`src/rtl/ps2_keypad_decoder.sv`:
```
// ps2_keypad_decoder: PS/2 set-2 scan codes to a registered NES button vector, with a keyboard reset handshake at start-up
// Ports:
//   i_clk, i_rstn                     clock, asynchronous active-low reset
//   i_scan_val, i_scancode            received byte from the transceiver (level valid)
//   i_ready                           transceiver can accept a command
//   o_cmd_val, o_cmd                  one-cycle command strobe, command byte 0xFF
//   o_buttons                         [0]A [1]B [2]Select [3]Start [4]Up [5]Down [6]Left [7]Right, 1=pressed
//   o_key_evt                         pulse on the cycle o_buttons changes
//   o_init_done, o_kbd_ok             init finished, keyboard answered BAT pass
module ps2_keypad_decoder #(
  parameter int POWERUP_CYC      = 24000,
  parameter int RESP_TIMEOUT_CYC = 2400000,
  parameter int MAX_RETRY        = 3
) (
  input  logic       i_clk,
  input  logic       i_rstn,
  input  logic       i_scan_val,
  input  logic [7:0] i_scancode,
  input  logic       i_ready,
  output logic       o_cmd_val,
  output logic [7:0] o_cmd,
  output logic [7:0] o_buttons,
  output logic       o_key_evt,
  output logic       o_init_done,
  output logic       o_kbd_ok
);
  typedef enum logic [2:0] {WAIT_PWR, SEND, WAIT_ACK, WAIT_BAT, RUN} state_e;
  localparam logic [23:0] PWR_LAST = 24'(POWERUP_CYC - 1);
  localparam logic [23:0] TMO      = 24'(RESP_TIMEOUT_CYC);
  localparam logic [7:0]  MR       = 8'(MAX_RETRY);
  state_e      state_q;
  logic [23:0] cnt_q;
  logic [7:0]  retry_q, retry_d, buttons_q, buttons_d;
  logic        scan_q, ext_q, brk_q, ext_d, brk_d;
  logic        key_evt_q, cmd_val_q, init_done_q, kbd_ok_q;
  logic        evt, timeout, hit;
  logic [2:0]  idx;
  assign evt       = i_scan_val & ~scan_q;
  // A BAT-fail byte ends the wait just like running out of time
  assign timeout   = (cnt_q == TMO) || (state_q == WAIT_BAT && evt && i_scancode == 8'hFC);
  assign retry_d   = retry_q + 8'd1;
  assign o_cmd     = 8'hFF;
  assign o_cmd_val = cmd_val_q;
  assign o_buttons = buttons_q;
  assign o_key_evt = key_evt_q;
  assign o_init_done = init_done_q;
  assign o_kbd_ok  = kbd_ok_q;
  always_comb begin
    idx = 3'd0;
    hit = 1'b1;
    if (!ext_q)
      case (i_scancode)
        8'h42: idx = 3'd0;
        8'h3B: idx = 3'd1;
        8'h2B: idx = 3'd2;
        8'h5A: idx = 3'd3;
        8'h1D: idx = 3'd4;
        8'h1B: idx = 3'd5;
        8'h1C: idx = 3'd6;
        8'h23: idx = 3'd7;
        default: hit = 1'b0;
      endcase
    else
      case (i_scancode)
        8'h5A: idx = 3'd3;
        8'h75: idx = 3'd4;
        8'h72: idx = 3'd5;
        8'h6B: idx = 3'd6;
        8'h74: idx = 3'd7;
        default: hit = 1'b0;
      endcase
  end
  // Prefix bytes keep the other flag; every terminating byte clears both
  always_comb begin
    buttons_d = buttons_q;
    ext_d = 1'b0;
    brk_d = 1'b0;
    if (i_scancode == 8'hE0) begin
      ext_d = 1'b1;
      brk_d = brk_q;
    end else if (i_scancode == 8'hF0) begin
      ext_d = ext_q;
      brk_d = 1'b1;
    end else if (i_scancode == 8'hFA) begin
      ext_d = ext_q;
      brk_d = brk_q;
    end else if (i_scancode == 8'hAA || i_scancode == 8'h00 || i_scancode == 8'hFF || i_scancode == 8'hFE)
      buttons_d = 8'h00;
    else if (hit)
      buttons_d[idx] = ~brk_q;
  end
  always_ff @(posedge i_clk or negedge i_rstn) begin
    if (!i_rstn) begin
      state_q     <= WAIT_PWR;
      cnt_q       <= '0;
      retry_q     <= '0;
      scan_q      <= 1'b0;
      ext_q       <= 1'b0;
      brk_q       <= 1'b0;
      buttons_q   <= '0;
      key_evt_q   <= 1'b0;
      cmd_val_q   <= 1'b0;
      init_done_q <= 1'b0;
      kbd_ok_q    <= 1'b0;
    end else begin
      scan_q    <= i_scan_val;
      cmd_val_q <= 1'b0;
      key_evt_q <= 1'b0;
      case (state_q)
        WAIT_PWR:
          if (cnt_q == PWR_LAST) begin
            state_q <= SEND;
            cnt_q   <= '0;
          end else cnt_q <= cnt_q + 24'd1;
        SEND:
          if (i_ready) begin
            cmd_val_q <= 1'b1;
            state_q   <= WAIT_ACK;
            cnt_q     <= '0;
          end
        WAIT_ACK, WAIT_BAT:
          if (state_q == WAIT_ACK && evt && i_scancode == 8'hFA) begin
            state_q <= WAIT_BAT;
            cnt_q   <= '0;
          end else if (state_q == WAIT_BAT && evt && i_scancode == 8'hAA) begin
            state_q     <= RUN;
            kbd_ok_q    <= 1'b1;
            init_done_q <= 1'b1;
          end else if (timeout) begin
            retry_q <= retry_d;
            cnt_q   <= '0;
            if (retry_d < MR) state_q <= SEND;
            else begin
              state_q     <= RUN;
              init_done_q <= 1'b1;
            end
          end else cnt_q <= cnt_q + 24'd1;
        RUN:
          if (evt) begin
            buttons_q <= buttons_d;
            ext_q     <= ext_d;
            brk_q     <= brk_d;
            key_evt_q <= buttons_d != buttons_q;
          end
        default: state_q <= WAIT_PWR;
      endcase
    end
  end
endmodule

```
`config.mk`:
```
export PLATFORM = sky130hd
export DESIGN_NAME = ps2_keypad_decoder
export DESIGN_NICKNAME = d
export VERILOG_FILES = /design/src/rtl/ps2_keypad_decoder.sv
export SDC_FILE = /design/constraint.sdc
export NUM_CORES = 1
export LEC_CHECK = 0
export ABC_AREA = 1
export BUFFER_PORTS_ARGS = -buffer_cell sky130_fd_sc_hd__buf_4
export CORE_UTILIZATION = 25
export DETAILED_ROUTE_END_ITERATION = 10
export PLACE_DENSITY = 0.47
export SETUP_SLACK_MARGIN = 0.2
export SYNTH_ARGS = -nofsm -noshare
export SYNTH_HDL_FRONTEND = slang
export SYNTH_SLANG_ARGS = --single-unit
```
`constraint.sdc`:
```
create_clock -name i_clk -period 2.65 [get_ports i_clk]
set_clock_uncertainty 0.2 [all_clocks]
set_input_delay 0.1325 -clock i_clk [delete_from_list [all_inputs] [get_ports i_clk]]
set_output_delay 0.1325 -clock i_clk [all_outputs]
set_load 0.05 [all_outputs]
```
==> flow_summary_export.csv, run 1 <==
group,metric,value,unit
worst_setup_path,arrival,2.24,ns
timing,period_minus_slack,2.23,ns
cts,cts_root_buf,"clkbuf_16",
cts,htreeDepth,2,
routing,drt-total-wl,9000,um
synthesis,synth_top_area_cell,"dfrtp_1",
routing,drt_drc_violations_left,0,
timing,setup_viol_count_final,0,
final_layout,diodes,0,
cts,clock_sinks,50,
synthesis,synth_edf_count,0,
routing,final_antenna_net_count,0,
synthesis,synth_fa_ha_area_share,1.36,%
synthesis,async_flop_share,100,%
die,ios,32,
synthesis,yosys_warnings,0,
die,rows,43,
worst_setup_path,cp-startpoint,"state_q[2]",
worst_setup_path,slowest_stage,"dfrtp_2",
die,fp.dieH,123,um
pwr,ir_drop,0.293,mV
timing,worst_pin_slew,0.679,ns
synthesis,yosys.area_share.simple,41.6,%
timing,period_share,84.1,%
die,fp.dieW,123,um
worst_setup_path,setup.worst_path.end_class,"flip-flop",
synthesis,synth-seq-area-share,34.1,%
final_layout,final_core_util,30.1,%
place,routabilityCongestion,0.858,
worst_hold_path,holdCritPathClass,"in2reg",
final_layout,final_nets,600,
die,design.core.area,0.0141,mm2
timing,final_max_slew_viol_count,0,
cts,cts_tree,"built",
die,dieArea,0.0152,mm2
cts,clock_path_buffers,2,
pwr,p_total,0.00338,W
synthesis,yosysMostFrequentCell,"nand2_1",
final_layout,stdcell_area,0.00424,mm2
routing,vias,3452,
place,post_dp_cell_area,0.00399,mm2
die,initial_core_util,26.0,%
routing,wl_per_cell,11.8,um
worst_hold_path,min_from,"i_scan_val",
worst_setup_path,cpPeakStageDelay,0.45,ns
grt,grtUsageTotal,12.8,%
cts,clkTransAtPathRegs,0.07,ns
place,hpwlAfterDp,6870,um
timing,hold_viol,0,
routing,vias_per_cell,4.51,
synthesis,synth_top_family_by_area,"simple AND/OR/NAND/NOR gates",
synthesis,yosys_most_used_dff,"dfrtp_1",
synthesis,synth_compound_area_share,8.05,%
run,maxCapViolations,0,
synthesis,synth-seq-cells,50,
routing,drt_iter0_markers,242,
routing,first_pass_iters,4,
synthesis,syn_inst,553,
worst_setup_path,start_kind,"flip-flop",
synthesis,synth_common_cells,"nand2_1 (135), inv_1 (80), nor2_1 (77), dfrtp_1 (50), nand3_1 (41)",
pwr,p_leak,2.15,nW
cts,clock_latency,0.29,ns
synthesis,synthMuxAreaShare,0.614,%
final_layout,area_delta_synth_final,15.6,%
grt,grt_pass1_vias,3283,
cts,cts_buffers,5,
pwr,power.density,797,mW/mm2
outcome,status,"finished clean",
timing,slew_headroom,54.8,%
grt,grt_pass1_wl,15400,um
timing,max_freq,0.449,GHz
grt,overflow,0,
grt,grt_max_degree,51,
timing,grt_setup_unrepaired,"yes",
synthesis,synth_cell_types,43,
final_layout,n_fill_cell,1546,
synthesis,synth_area_per_cell,6.63,um2
grt,antenna_found_initial,0,
worst_setup_path,r2r_start,"state_q[2]",
timing,tns,0,ns
worst_setup_path,crit_chain,"nor2_2 -> nand3_1 -> nor2_1 -> nor3_4 -> nand4_2 -> nor3_2 -> nand2_1 -> inv_1 -> o21ai_0 -> a21oi_1",
worst_setup_path,critical_path.max_fanout,7,
synthesis,synth_area_leaders,"dfrtp_1 (34%), nand2_1 (14%), inv_1 (8.2%)",
worst_setup_path,cp.required,2.66,ns
final_layout,drive_gt1_share,14.0,%
worst_setup_path,critPathKind,"reg2reg",
synthesis,synth_xor_area_share,1.91,%
synthesis,synth.top_cell.area_share,34.1,%
synthesis,syn_area,0.00367,mm2
place,port-buffer-count,23,
-- power by group --
part / leakage (nW) / total [W] / internal, W / switching, W
Combinational: 1.44 / 0.00168 / 0.000542 / 0.00114
Sequential: 0.636 / 0.00101 / 0.000894 / 0.000116
Clock: 0.0801 / 0.000689 / 0.000404 / 0.000286
-- what timing repair did --
action                                  in CTS  in global routing
hold endpoints to repair                    52                  0
endpoints found under the setup margin       4                 26
setup buffers                                2                  3
pin swaps                                    1                  2
hold buffers                                 3                  0
resized for setup                            0                  7
-- worst max-delay path: cells and delay by family, from the launching register on --
| kind | cells | cell delay, ns |
|---|---|---|
| flip-flops | 1 | 0.45 |
| AND/OR/NAND/NOR | 7 | 1.21 |
| AO/OA/AOI/OAI | 2 | 0.20 |
| buffers and inverters | 1 | 0.09 |
-- through the flow --
stage          hold slack (ns)  cells  worst slack [ns]
2_1_floorplan           -0.363    560             0.635
6_report                 0.153    765             0.422
3_3_place_gp            0.0305    749             0.213
4_1_cts                  0.152    762             0.213
5_1_grt                  0.172    765             0.185
3_5_place_dp            0.0337    749             0.164
-- path summary, 6_finish.rpt --
check	slack, ns	cells after the start	end
worst max-delay path	0.42	10	cnt_q[16]
worst max register to register	0.42	10	cnt_q[16]
min in group asynchronous	0.22	2	o_buttons[2]
worst min register to register	0.27	2	o_init_done
max in group asynchronous	1.55	2	state_q[2]
worst min-delay path	0.15	7	ext_q
-- cells in the final DEF, fill, tap and decap left out, types with 9 or more instances in the layout --
master,Yosys,final
dfrtp_1,50,49
nand2_1,135,135
nand4_1,19,19
inv_1,80,80
nor2_2,10,9
nor3_1,14,14
o21ai_0,23,21
inv_2,10,9
buf_4,8,29
nand3_1,41,41
a21oi_1,14,14
nor2_1,77,77
-- routing by layer --
| layer | track usage, % | vias up | routed length, um |
|---|---|---|---|
| li1 | - | 1817 | - |
| met1 | 16.8 | 1570 | 4320 |
| met5 | 0 | - | 0 |
| met3 | 2.03 | 10 | 355 |
| met4 | 4.37 | 0 | 141 |
| met2 | 21.2 | 55 | 4180 |
-- kinds of logic after synthesis --
group / count (synthesis)
AND/OR/NAND/NOR: 328
buffers and inverters: 106
adder cells (fa/ha/maj): 4
flip-flops: 50
AO/OA/AOI/OAI: 54
other: 1
XOR/XNOR: 8
multiplexers: 2
-- flip-flops by register name, summed over array words and instances (netlist names), 3 cells and up --
signal and count:
cnt_q 24, o_buttons 8, retry_q 8, state_q 3
-- final cells by class --
class | count | area, um2 | share of cell area, %
clock buffers | 7 | 153 | 3.60
clock inverters | 1 | 8.76 | 0.207
inverters | 91 | 344 | 8.12
multi-input cells | 404 | 2010 | 47.4
flip-flops and latches | 50 | 1250 | 29.5
well taps | 180 | 225 | 5.31
repair buffers | 32 | 248 | 5.84
(Power assumes the default switching activity.)
==> inputs of run 2 (changes only) <==
ABC_AREA = 0   (was 1)
clock period = 2.3 ns   (was 2.65 ns; I/O delays follow)
==> flow_summary_export.csv, run 2 <==
group,metric,value,unit
outcome,status,"finished, violations left",
outcome,violations,"setup timing",
place,routabilityCongestion,0.876,
synthesis,synth.top_cell.area_share,36.7,%
final_layout,diodes,0,
synthesis,syn_area,0.00341,mm2
die,dieArea,0.0141,mm2
synthesis,synth-seq-cells,50,
worst_setup_path,crit_chain,"or4_1 -> or4_4 -> o32a_4 -> a22oi_4 -> nand2b_4 -> nor3b_2 -> a21o_1",
worst_setup_path,r2r-end,"cnt_q[4]",
synthesis,async_flop_share,100,%
timing,final_max_slew_viol_count,0,
grt,overflow,0,
pwr,power.density,457,mW/mm2
place,port-buffer-count,23,
worst_setup_path,critPathKind,"reg2reg",
timing,grt_setup_unrepaired,"yes",
cts,clock_sinks,50,
synthesis,synth_edf_count,0,
pwr,ir_drop,0.257,mV
grt,grt_pass1_wl,16200,um
worst_setup_path,rr_worst_depth,7,
routing,drt_iter0_markers,166,
pwr,pwr-share-seq,43.5,%
routing,final_antenna_net_count,0,
cts,cts_tree,"built",
timing,hold_viol,0,
worst_setup_path,r2r_slack,-0.25,ns
timing,period_minus_slack,2.55,ns
worst_hold_path,holdPathStages,4,
final_layout,area_delta_synth_final,38.9,%
worst_hold_path,worstHoldEndpoint,"ext_q",
synthesis,synth_top_area_cell,"dfrtp_1",
worst_setup_path,critical_path.max_fanout,6,
synthesis,yosys_warnings,0,
cts,clkTransAtPathRegs,0.07,ns
place,hpwlAfterDp,6800,um
timing,slew_headroom,54.0,%
timing,setup_viol_count_final,34,
final_layout,stdcell_area,0.00473,mm2
routing,vias,3345,
final_layout,regMostFlops,"cnt_q",
routing,drt-total-wl,9780,um
cts,htreeDepth,2,
grt,grt_max_degree,51,
die,initial_core_util,25.7,%
routing,drt_drc_violations_left,0,
cts,clock_latency,0.30,ns
timing,fin_ws,-0.250,ns
timing,period_share,111,%
synthesis,synth_area_leaders,"dfrtp_1 (37%), o21ai_0 (4.7%), nor2_1 (4.0%)",
final_layout,final_cell_mix,"buf_4 (94), dfrtp_1 (49), nand2_1 (32), nor2_1 (25), nand3_1 (25)",
final_layout,final_common_cell,"buf_4",
die,fp.dieH,119,um
final_layout,final_core_util,35.7,%
pwr,clkPwrFrac,40.9,%
worst_setup_path,start_kind,"flip-flop",
synthesis,synth-seq-area-share,36.7,%
final_layout,n_fill_cell,1381,
pwr,p_sw_share,27.0,%
die,rows,42,
synthesis,synth_common_cells,"dfrtp_1 (50), nor2_1 (36), nand2_1 (34), o21ai_0 (32), nand3_1 (26)",
place,post_dp_cell_area,0.00424,mm2
worst_setup_path,slowest_stage,"or4_1",
worst_setup_path,setup.worst_path.end_class,"flip-flop",
final_layout,largest_reg_flops,24,
worst_setup_path,worst-path-buf-inv,0,
worst_setup_path,crit_family,"simple AND/OR/NAND/NOR gates",
synthesis,synth_area_per_cell,8.45,um2
worst_setup_path,r2r_start,"cnt_q[2]",
cts,clock_path_buffers,2,
routing,vias_per_cell,4.99,
run,maxCapViolations,0,
grt,grtUsageTotal,14.2,%
routing,wl_per_cell,14.6,um
routing,first_pass_iters,4,
worst_setup_path,cpPeakStageDelay,0.51,ns
final_layout,drive_gt1_share,33.2,%
synthesis,yosys_most_used_dff,"dfrtp_1",
synthesis,syn_inst,403,
cts,cts_root_buf,"clkbuf_16",
pwr,p_comb_share,15.6,%
cts,cts_buffers,5,
pwr,p_leak,2.11,nW
timing,worst_pin_slew,0.690,ns
worst_hold_path,holdCritPathClass,"in2reg",
grt,grt_pass1_vias,3318,
final_layout,final_nets,509,
grt,antenna_found_initial,0,
pwr,power_switching,0.000583,W
worst_setup_path,arrival,2.55,ns
pwr,p_int,0.00158,W
synthesis,yosysMostFrequentCell,"dfrtp_1",
timing,hold-worst-slack,0.169,ns
timing,max_freq,0.392,GHz
worst_hold_path,min_from,"i_scancode[5]",
worst_setup_path,cp.required,2.30,ns
die,fp.dieW,119,um
synthesis,synth_cell_types,70,
die,ios,32,
die,design.core.area,0.0132,mm2
[run 2: cell types whose count changed after synthesis, sizes merged, moves of 6 or more]
cell | before | now
and3 | 1 | 11
clkbuf | 1 | 16
inv | 90 | 14
nand2 | 143 | 34
nand2b | 0 | 9
nand3 | 41 | 26
nand4 | 20 | 12
nor2 | 90 | 36
nor3 | 20 | 14
xor2 | 6 | 12
[run 2: layer usage]
| metal | GRT usage [%] | up-vias | routed length (um) |
|---|---|---|---|
| li1 | - | 1655 | - |
| met1 | 18.0 | 1614 | 4440 |
| met2 | 23.8 | 61 | 4770 |
| met3 | 2.27 | 15 | 318 |
| met4 | 6.17 | 0 | 249 |
| met5 | 0 | - | 0 |
[run 2: cell type report]
type / instances / area, um2 / share of cell area, %
clock buffer: 6 / 129 / 2.72
clock inverter: 2 / 37.5 / 0.793
inverter: 14 / 52.6 / 1.11
multi-input combinational: 319 / 2240 / 47.3
sequential: 50 / 1250 / 26.5
tap: 176 / 220 / 4.65
timing repair buffer: 103 / 803 / 17.0
[run 2: power by group through the flow]
stage | logic (W) | registers, W | clock network, W
2_1_floorplan | 0.000145 | 0.000974 | 0
3_3_place_gp | 0.000310 | 0.000956 | 0
3_5_place_dp | 0.000314 | 0.000957 | 0
4_1_cts | 0.000331 | 0.000941 | 0.000904
5_1_grt | 0.000366 | 0.000945 | 0.000938
6_report | 0.000337 | 0.000939 | 0.000884
[run 2: worst register-to-register path, stage by stage, from the launching register on]
cell and delay, ns:
dfrtp_1 0.38, or4_1 0.51, or4_4 0.43, o32a_4 0.22, a22oi_4 0.26, nand2b_4 0.24, nor3b_2 0.06, a21o_1 0.15
[run 2: per-stage QoR]
stage	total power, W	setup TNS, ns	std cells	setup slack (ns)
floorplan	0.00112	-3.91	410	-0.236
global placement	0.00127	-5.13	649	-0.255
detailed placement	0.00127	-5.72	649	-0.273
CTS	0.00218	-5.18	670	-0.236
global route	0.00225	-9.16	670	-0.355
finish	0.00216	-5.34	670	-0.250
[run 2: worst max path at each step]
stage / cells past startpoint / endpoint / from
5_1_grt: 7 / cnt_q[4] / cnt_q[2]
6_report: 7 / cnt_q[4] / cnt_q[2]
4_1_cts: 7 / cnt_q[4] / cnt_q[2]
3_5_place_dp: 8 / cnt_q[6] / cnt_q[2]
3_3_place_gp: 7 / cnt_q[4] / cnt_q[2]
2_1_floorplan: 8 / cnt_q[18] / cnt_q[4]
[run 2: cells by family (layout without fill, tap and decap cells)]
group / Yosys count / after routing / share of synthesized area [%]
AND/OR/NAND/NOR: 192 / 193 / 31.1
AO/OA/AOI/OAI: 91 / 92 / 18.3
flip-flops: 50 / 50 / 36.7
buffers and inverters: 43 / 125 / 6.50
XOR/XNOR: 19 / 19 / 4.89
adder cells (fa/ha/maj): 4 / 4 / 1.47
multiplexers: 3 / 3 / 0.918
other: 1 / 8 / 0.110
[run 2: repair_timing]
action | in CTS | in global routing
pin swaps | 22 | 6
endpoints found under the setup margin | 40 | 43
resized for setup | 44 | 18
gates cloned | 2 | 0
buffers inserted | 8 | 0
hold buffers | 3 | 0
hold endpoints to repair | 53 | 0
